[src/rtl/tc_adc_sampler.sv]
// tc_adc_sampler: periodic 16-SCLK read of a 10-bit serial ADC feeding tc_calc.
// Define TC_ADC_AVG_EN to emit the mean of every four good frames instead.
module tc_adc_sampler #(
  parameter int unsigned CLK_DIV       = 4,
  parameter int unsigned SAMPLE_PERIOD = 100000,
  parameter int unsigned CS_SETUP      = 2
) (
  input  logic       i_clk,
  input  logic       i_rst,
  input  logic       i_enable,
  input  logic       i_miso,
  output logic       o_sclk,
  output logic       o_cs_n,
  output logic [9:0] o_code,
  output logic       o_start,
  output logic       o_err,
  output logic       o_busy
);

  localparam int unsigned TW = $clog2(SAMPLE_PERIOD);
  localparam int unsigned DW = $clog2(CLK_DIV + 1);
  localparam int unsigned CW = $clog2(CS_SETUP + 1);

  localparam logic [TW-1:0] T_MAX = TW'(SAMPLE_PERIOD - 1);
  localparam logic [DW-1:0] D_MAX = DW'(CLK_DIV - 1);
  localparam logic [CW-1:0] C_MAX = CW'(CS_SETUP - 1);

  typedef enum logic [1:0] {
    S_IDLE,
    S_SETUP,
    S_SHIFT,
    S_HOLD
  } state_e;

  state_e        state_q, state_d;
  logic [TW-1:0] timer_q, timer_d;
  logic [DW-1:0] div_q, div_d;
  logic [CW-1:0] cnt_q, cnt_d;
  logic [4:0]    bit_q, bit_d;
  logic [15:0]   sr_q, sr_d;
  logic          sclk_q, sclk_d;
  logic          cs_n_q, cs_n_d;
  logic          busy_q, busy_d;
  logic [9:0]    code_q, code_d;
  logic          start_q, start_d;
  logic          err_q, err_d;
  logic          frame_ok;
  logic [9:0]    data;
`ifdef TC_ADC_AVG_EN
  logic [11:0]   sum_q, sum_d;
  logic [1:0]    acc_q, acc_d;
  logic [11:0]   sum_all;
`endif

  assign frame_ok = (sr_q[15:13] == 3'b000) && (sr_q[2:0] == 3'b000);
  assign data     = sr_q[12:3];

  always_comb begin
    state_d = state_q;
    timer_d = timer_q;
    div_d   = div_q;
    cnt_d   = cnt_q;
    bit_d   = bit_q;
    sr_d    = sr_q;
    sclk_d  = sclk_q;
    cs_n_d  = cs_n_q;
    busy_d  = busy_q;
    code_d  = code_q;
    start_d = 1'b0;
    err_d   = 1'b0;
`ifdef TC_ADC_AVG_EN
    sum_d   = sum_q;
    acc_d   = acc_q;
    sum_all = sum_q + {2'b00, data};
`endif

    if (timer_q != T_MAX) begin
      timer_d = timer_q + 1'b1;
    end

    unique case (state_q)
      S_IDLE: begin
        if (timer_q == T_MAX && i_enable) begin
          timer_d = '0;
          cnt_d   = '0;
          cs_n_d  = 1'b0;
          busy_d  = 1'b1;
          state_d = S_SETUP;
        end
      end
      S_SETUP: begin
        if (cnt_q == C_MAX) begin
          sclk_d  = 1'b0;
          div_d   = '0;
          bit_d   = '0;
          state_d = S_SHIFT;
        end else begin
          cnt_d = cnt_q + 1'b1;
        end
      end
      S_SHIFT: begin
        if (div_q == D_MAX) begin
          div_d = '0;
          if (!sclk_q) begin
            sclk_d = 1'b1;
            sr_d   = {sr_q[14:0], i_miso};
            bit_d  = bit_q + 1'b1;
          end else if (bit_q == 5'd16) begin
            // last period's high half is done; SCLK parks high
            cnt_d   = '0;
            state_d = S_HOLD;
          end else begin
            sclk_d = 1'b0;
          end
        end else begin
          div_d = div_q + 1'b1;
        end
      end
      S_HOLD: begin
        if (cnt_q == C_MAX) begin
          cs_n_d  = 1'b1;
          busy_d  = 1'b0;
          state_d = S_IDLE;
          if (frame_ok) begin
`ifdef TC_ADC_AVG_EN
            if (acc_q == 2'd3) begin
              code_d  = sum_all[11:2];
              start_d = 1'b1;
              sum_d   = '0;
              acc_d   = '0;
            end else begin
              sum_d = sum_all;
              acc_d = acc_q + 1'b1;
            end
`else
            code_d  = data;
            start_d = 1'b1;
`endif
          end else begin
            err_d = 1'b1;
`ifdef TC_ADC_AVG_EN
            sum_d = '0;
            acc_d = '0;
`endif
          end
        end else begin
          cnt_d = cnt_q + 1'b1;
        end
      end
      default: state_d = S_IDLE;
    endcase
  end

  always_ff @(posedge i_clk) begin
    if (i_rst) begin
      state_q <= S_IDLE;
      timer_q <= '0;
      div_q   <= '0;
      cnt_q   <= '0;
      bit_q   <= '0;
      sr_q    <= '0;
      sclk_q  <= 1'b1;
      cs_n_q  <= 1'b1;
      busy_q  <= 1'b0;
      code_q  <= '0;
      start_q <= 1'b0;
      err_q   <= 1'b0;
`ifdef TC_ADC_AVG_EN
      sum_q   <= '0;
      acc_q   <= '0;
`endif
    end else begin
      state_q <= state_d;
      timer_q <= timer_d;
      div_q   <= div_d;
      cnt_q   <= cnt_d;
      bit_q   <= bit_d;
      sr_q    <= sr_d;
      sclk_q  <= sclk_d;
      cs_n_q  <= cs_n_d;
      busy_q  <= busy_d;
      code_q  <= code_d;
      start_q <= start_d;
      err_q   <= err_d;
`ifdef TC_ADC_AVG_EN
      sum_q   <= sum_d;
      acc_q   <= acc_d;
`endif
    end
  end

  assign o_sclk  = sclk_q;
  assign o_cs_n  = cs_n_q;
  assign o_code  = code_q;
  assign o_start = start_q;
  assign o_err   = err_q;
  assign o_busy  = busy_q;

endmodule

[config.mk]
export PLATFORM = sky130hd
export DESIGN_NAME = tc_adc_sampler
export DESIGN_NICKNAME = d
export VERILOG_FILES = /design/src/rtl/tc_adc_sampler.sv
export SDC_FILE = /design/constraint.sdc
export NUM_CORES = 1
export LEC_CHECK = 0
export ABC_AREA = 1
export CAP_MARGIN = 20
export CORE_UTILIZATION = 46
export CTS_CLUSTER_DIAMETER = 100
export DETAILED_ROUTE_END_ITERATION = 12
export SYNTH_ARGS = -nofsm -noshare
export SYNTH_HDL_FRONTEND = slang
export SYNTH_SLANG_ARGS = --single-unit
[constraint.sdc]
create_clock -name i_clk -period 2.2 [get_ports i_clk]
set_input_delay 0.66 -clock i_clk [delete_from_list [all_inputs] [get_ports i_clk]]
set_output_delay 0.66 -clock i_clk [all_outputs]
set_load 0.005 [all_outputs]
## Word level (Yosys, flattened, before mapping)

Index checks and enable logic that the tools add are counted.
Widths: inputs -> output; s select.

| storage, ports and cells | value |
|---|---|
| register bits after elaboration | 60 |
| word-level logic and storage cells | 87 |
| output and inout bits | 15 |

| operators by class | value |
|---|---|
| muxes and demuxes | 35 |
| reductions and logical operators | 17 |
| bitwise gates (word level) | 3 |
| add/subtract/negate cells | 4 |
| equality and inequality tests | 16 |

Operator list:

| operator | number |
|---|---|
| $mux 17 | 3 |
| $mux 2 | 11 |
| $add 17x1->17 const B | 1 |
| $eq 17x17->1 const B | 1 |
| $ne 17x17->1 const B | 1 |
| $ne 2x2->1 const B | 8 |
| $mux 5 | 3 |
| $reduce_and 3->1 | 4 |
| $pmux 5 s2 | 1 |
| $mux 1 | 9 |
| $pmux 2 s4 | 1 |
| $logic_not 3->1 | 2 |
| $mux 3 | 2 |
| $pmux 1 s2 | 3 |
| $pmux 2 s3 | 1 |
| $pmux 3 s2 | 1 |
| $reduce_and 6->1 | 1 |
| $add 5x1->5 const B | 1 |
| $eq 5x5->1 const B | 1 |
| $reduce_and 5->1 | 1 |
| $eq 2x1->1 const B | 2 |
| $eq 2x2->1 const B | 2 |
| $reduce_and 4->1 | 1 |
| $reduce_bool 2->1 | 2 |
| other kinds (9) | 12 |

## Logic depth before layout (Yosys ltp)

| logic depth | value |
|---|---|
| word-level depth | 5 |
| gate-level depth with buffers | 12 |
| mapped depth without buffers | 11 |

## Least setup slack after synthesis

No wires, ideal clock.

| timing | value |
|---|---|
| kind | flip-flop to flip-flop |
| start | register state_q[0] |
| end | register bit_q[2] |
| stages on the path, launching flop included | 10 |
| data arrival time | 1.405 ns |
| setup time | 0.131 ns |
| buffers on the path | 1 |
| setup slack | 0.665 ns |
| cell sequence | dfxtp_1 -> inv_1 -> ha_1 -> buf_4 -> o21ai_2 -> nor2_1 -> nand2_1 -> inv_2 -> a21oi_1 -> nor3b_2 |

| on the way | value |
|---|---|
| cells in the longest elaborated chain, start to end | 3 |

Ends and longest elaborated chain:

| element | line | text |
|---|---|---|
| start, declared | 35 | `state_e state_q, state_d;` |
| start signal, assigned | 173 | `state_q <= state_d;` |
| $eq 2x2->1 / $eq 2x1->1 (equally long branches) | 81 | `unique case (state_q)` |
| $ne 2x2->1 (no source line) / $reduce_bool 2->1 (equally long branches) | -- |  |
| $reduce_and 4->1 (no source line) | -- |  |
| end signal, assigned | 177 | `bit_q <= bit_d;` |
| end, declared | 39 | `logic [4:0] bit_q, bit_d;` |

Several ways; a longest one is shown, not always the timed one.
A chain may end at the register's enable or synchronous reset.

## Worst setup path in the final report

| timing | value |
|---|---|
| start | register sclk_q, in the netlist o_sclk |
| end | output port o_sclk |

RTL lines:

| element | line | text |
|---|---|---|
| start, declared | 41 | `logic sclk_q, sclk_d;` |
| start signal, assigned | 179 | `sclk_q <= sclk_d;` |
| end, declared | 12 | `output logic o_sclk,` |

No word-level cell between the ends.

==> impl_results.md <==
- Worst Max-Slew Pin Slew: 0.542 ns
- Reg-to-reg slack, setup: 0.43 ns
- Mapped Cells: 364
- Slowest CP cell: clkdlybuf4s50_1
- Total setup buffers inserted after CTS: 0
- Hold_ws: 0.446 ns
- Total CTS buffers: 9
- Sinks on Clock Net: 60
- CP required: 1.54 ns
- Vias in the first global route: 2046
- Pleak: 1.31 nW
- DR pass1 iterations: 4
- CTS tree: done
- Seq/Total Area, Yosys: 43.2%
- Mapped Nets: 378
- Crit Path Category: reg -> out
- Layout Nets: 402
- Setup TNS Final: 0 ns
- Setup ws final: 0.217 ns
- Startpoint type of the worst setup path: flip-flop
- Max_slew headroom: 63.5%
- Worst-path fanout max: 5
- Global Route Usage Sum: 18.4%
- Multi-input gate area: 0.00136 mm²
- VDD IR-drop max: 0.460 mV
- Highest clock rate: 0.504 GHz
- Final Power: 2.84 mW
- Htree depth: 3
- Root Driver: clkbuf_8
- Slew Limit Fails: 0
- 1st-iter DRT viols: 92
- Min-Delay Path Class: reg -> reg
- Chip height: 79.7 µm
- Ratio of total power to cell area: 868 mW/mm²
- Status: finished clean
- Synth warn: 0
- # IOs: 19
- Buf/Inv on CP: 1
- CTS Hold Bufs: 0
- Hpwl dp: 3690 µm
- Area Overhead vs Synth: 17.6%
- Post-CTS resize count: 0
- Crit path max-delay family: buffers and inverters
- Final Critical Period: 1.98 ns
- Cell row count: 27
- CP max stage delay: 0.55 ns
- Worst Skew: 0.00732 ns
- Fill count: 548
- Storage cell area: 0.00120 mm²
- Clk pin slew, worst setup/hold paths: 0.07 ns
- Final-report hold violation count: 0
- Share of cells above drive strength 1: 12.7%
- Post-synthesis sequential element count: 60
- DR WL/cell: 11.1 µm
- Port-buffer cells: 18
- Arr. time, crit path: 1.32 ns
- Clock latency on the worst-skew pair: 0.33 ns
- Largest net degree at the start of global routing: 28
- Drt via density: 4.83
- Clock Tree Buf Depth: 2
- Crit-path cells: clkdlybuf4s50_1
- Synth Cell Area: 0.00278 mm²
- Max_cap viols: 0
- Fin crit share: 90.1%
- Core area: 0.00568 mm²
- Mean post-synth cell area: 7.63 µm²
- Die area: 0.00636 mm²
- RSZ-0062 raised after global routing: false
- DR vias: 2247
- # DRC: 0
- Die X-Extent: 79.7 µm
- Routability cong.: 0.802
- Placement Setup Slack: 0.351 ns
- First-pass GRT wire length: 9060 µm
- Initial core utilization: 49.0%
- Setup crit end kind: primary output
- N_diodes: 0
- Antenna viol nets, final: 0
- Grt total ovfl: 0
- Final wirelength: 5150 µm
- Yosys cell types: 38
- Antenna violations before repair: 0
- Setup-failing EPs final: 0
==> flip-flops by register name, summed over array words and instances (netlist names), 2 cells and up <==
name,flops
timer_q,17
sr_q,16
o_code,10
bit_q,5
div_q,3
cnt_q,2
state_q,2
==> cell families (layout without fill, tap and decap cells) <==
| kind of cell | Yosys count | in the layout | share of synthesized area (%) |
|---|---|---|---|
| buffers and inverters | 53 | 82 | 7.92 |
| adders and majority gates | 10 | 10 | 4.50 |
| and+or+nand+nor | 172 | 172 | 30.1 |
| DFF | 60 | 60 | 43.2 |
| xor gates and xnor gates | 8 | 8 | 2.52 |
| AOI/OAI and AO/OA | 61 | 61 | 11.8 |
==> cell usage in the layout (no fill, tap or decap), types with 2 or more instances in the layout <==
cell type and count:
clkdlybuf4s50_1 18, nor3_1 3, nor2_4 6, xor2_1 5, o21ai_2 2, buf_4 5
bufinv_16 3, nand4_1 8, inv_2 4, clkbuf_8 9, inv_1 35, ha_1 10
nand3_1 16, clkinv_1 3, nor2_2 2, a21oi_1 20, o21ai_0 34, nor2_1 75
xnor2_1 3, dfxtp_1 60, a211oi_1 2, nand2_2 4, nand2_1 44, nand3_2 3
==> stage by stage <==
stage	instance area, µm²	utilization, %	cells
2_1_floorplan	2780	-	364
3_3_place_gp	3030	53.4	449
3_5_place_dp	3030	53.4	449
4_1_cts	3270	57.6	465
5_1_grt	3270	57.6	465
6_report	3270	57.6	465
==> worst min-delay path, delay by kind of cell (launching register included) <==
family                 cells  cell delay (ns)
flip-flops                 1             0.30
AO/OA/AOI/OAI              1             0.04
buffers and inverters      1             0.06
==> cells in the mapped netlist (all sizes together) <==
cell type,count,area (µm²)
and3,1,6.26
inv,40,153
ha,10,125
buf,4,33.8
xnor2,3,26.3
dfxtp,60,1200
o21bai,1,7.51
o21ai,36,188
o21a,1,7.51
clkinv,3,11.3
nor3,4,25.0
nand3,20,128
nor3b,2,20.0
xor2,5,43.8
a21oi,21,109
clkbuf,6,22.5
nor4,2,18.8
nor2,83,362
nand2,49,201
or2,2,12.5
nand4,9,62.6
a211oi,2,15.0
==> final cells by class <==
type	count	share of cell area, %
inverter	43	5.01
clock inverter	6	3.41
timing repair buffer	23	6.66
sequential	60	36.7
clock buffer	10	3.90
multi-input combinational	251	41.5
tap	72	2.76
==> metal layers <==
layer / vias to the layer above / track usage [%] / wire [µm]
met2: 27 / 28.7 / 2270
met3: 9 / 5.94 / 176
li1: 1221 / - / -
met1: 990 / 23.2 / 2590
met4: 0 / 7.82 / 114
met5: - / 0 / 0
==> worst paths after layout <==
check / startpoint / to / depth (start not counted)
min: div_q[2] / div_q[2] / 2
max: o_sclk / o_sclk / 1
min reg2reg: div_q[2] / div_q[2] / 2
max reg2reg: state_q[0] / bit_q[2] / 8
==> power breakdown <==
part	leakage [nW]	total, mW	switching [mW]	internal [mW]
logic	0.711	0.469	0.282	0.187
registers	0.485	1.18	0.0434	1.14
clock network	0.117	1.18	0.428	0.755
total	1.31	2.84	0.754	2.08
No activity file was read; power rests on OpenSTA's default activity.
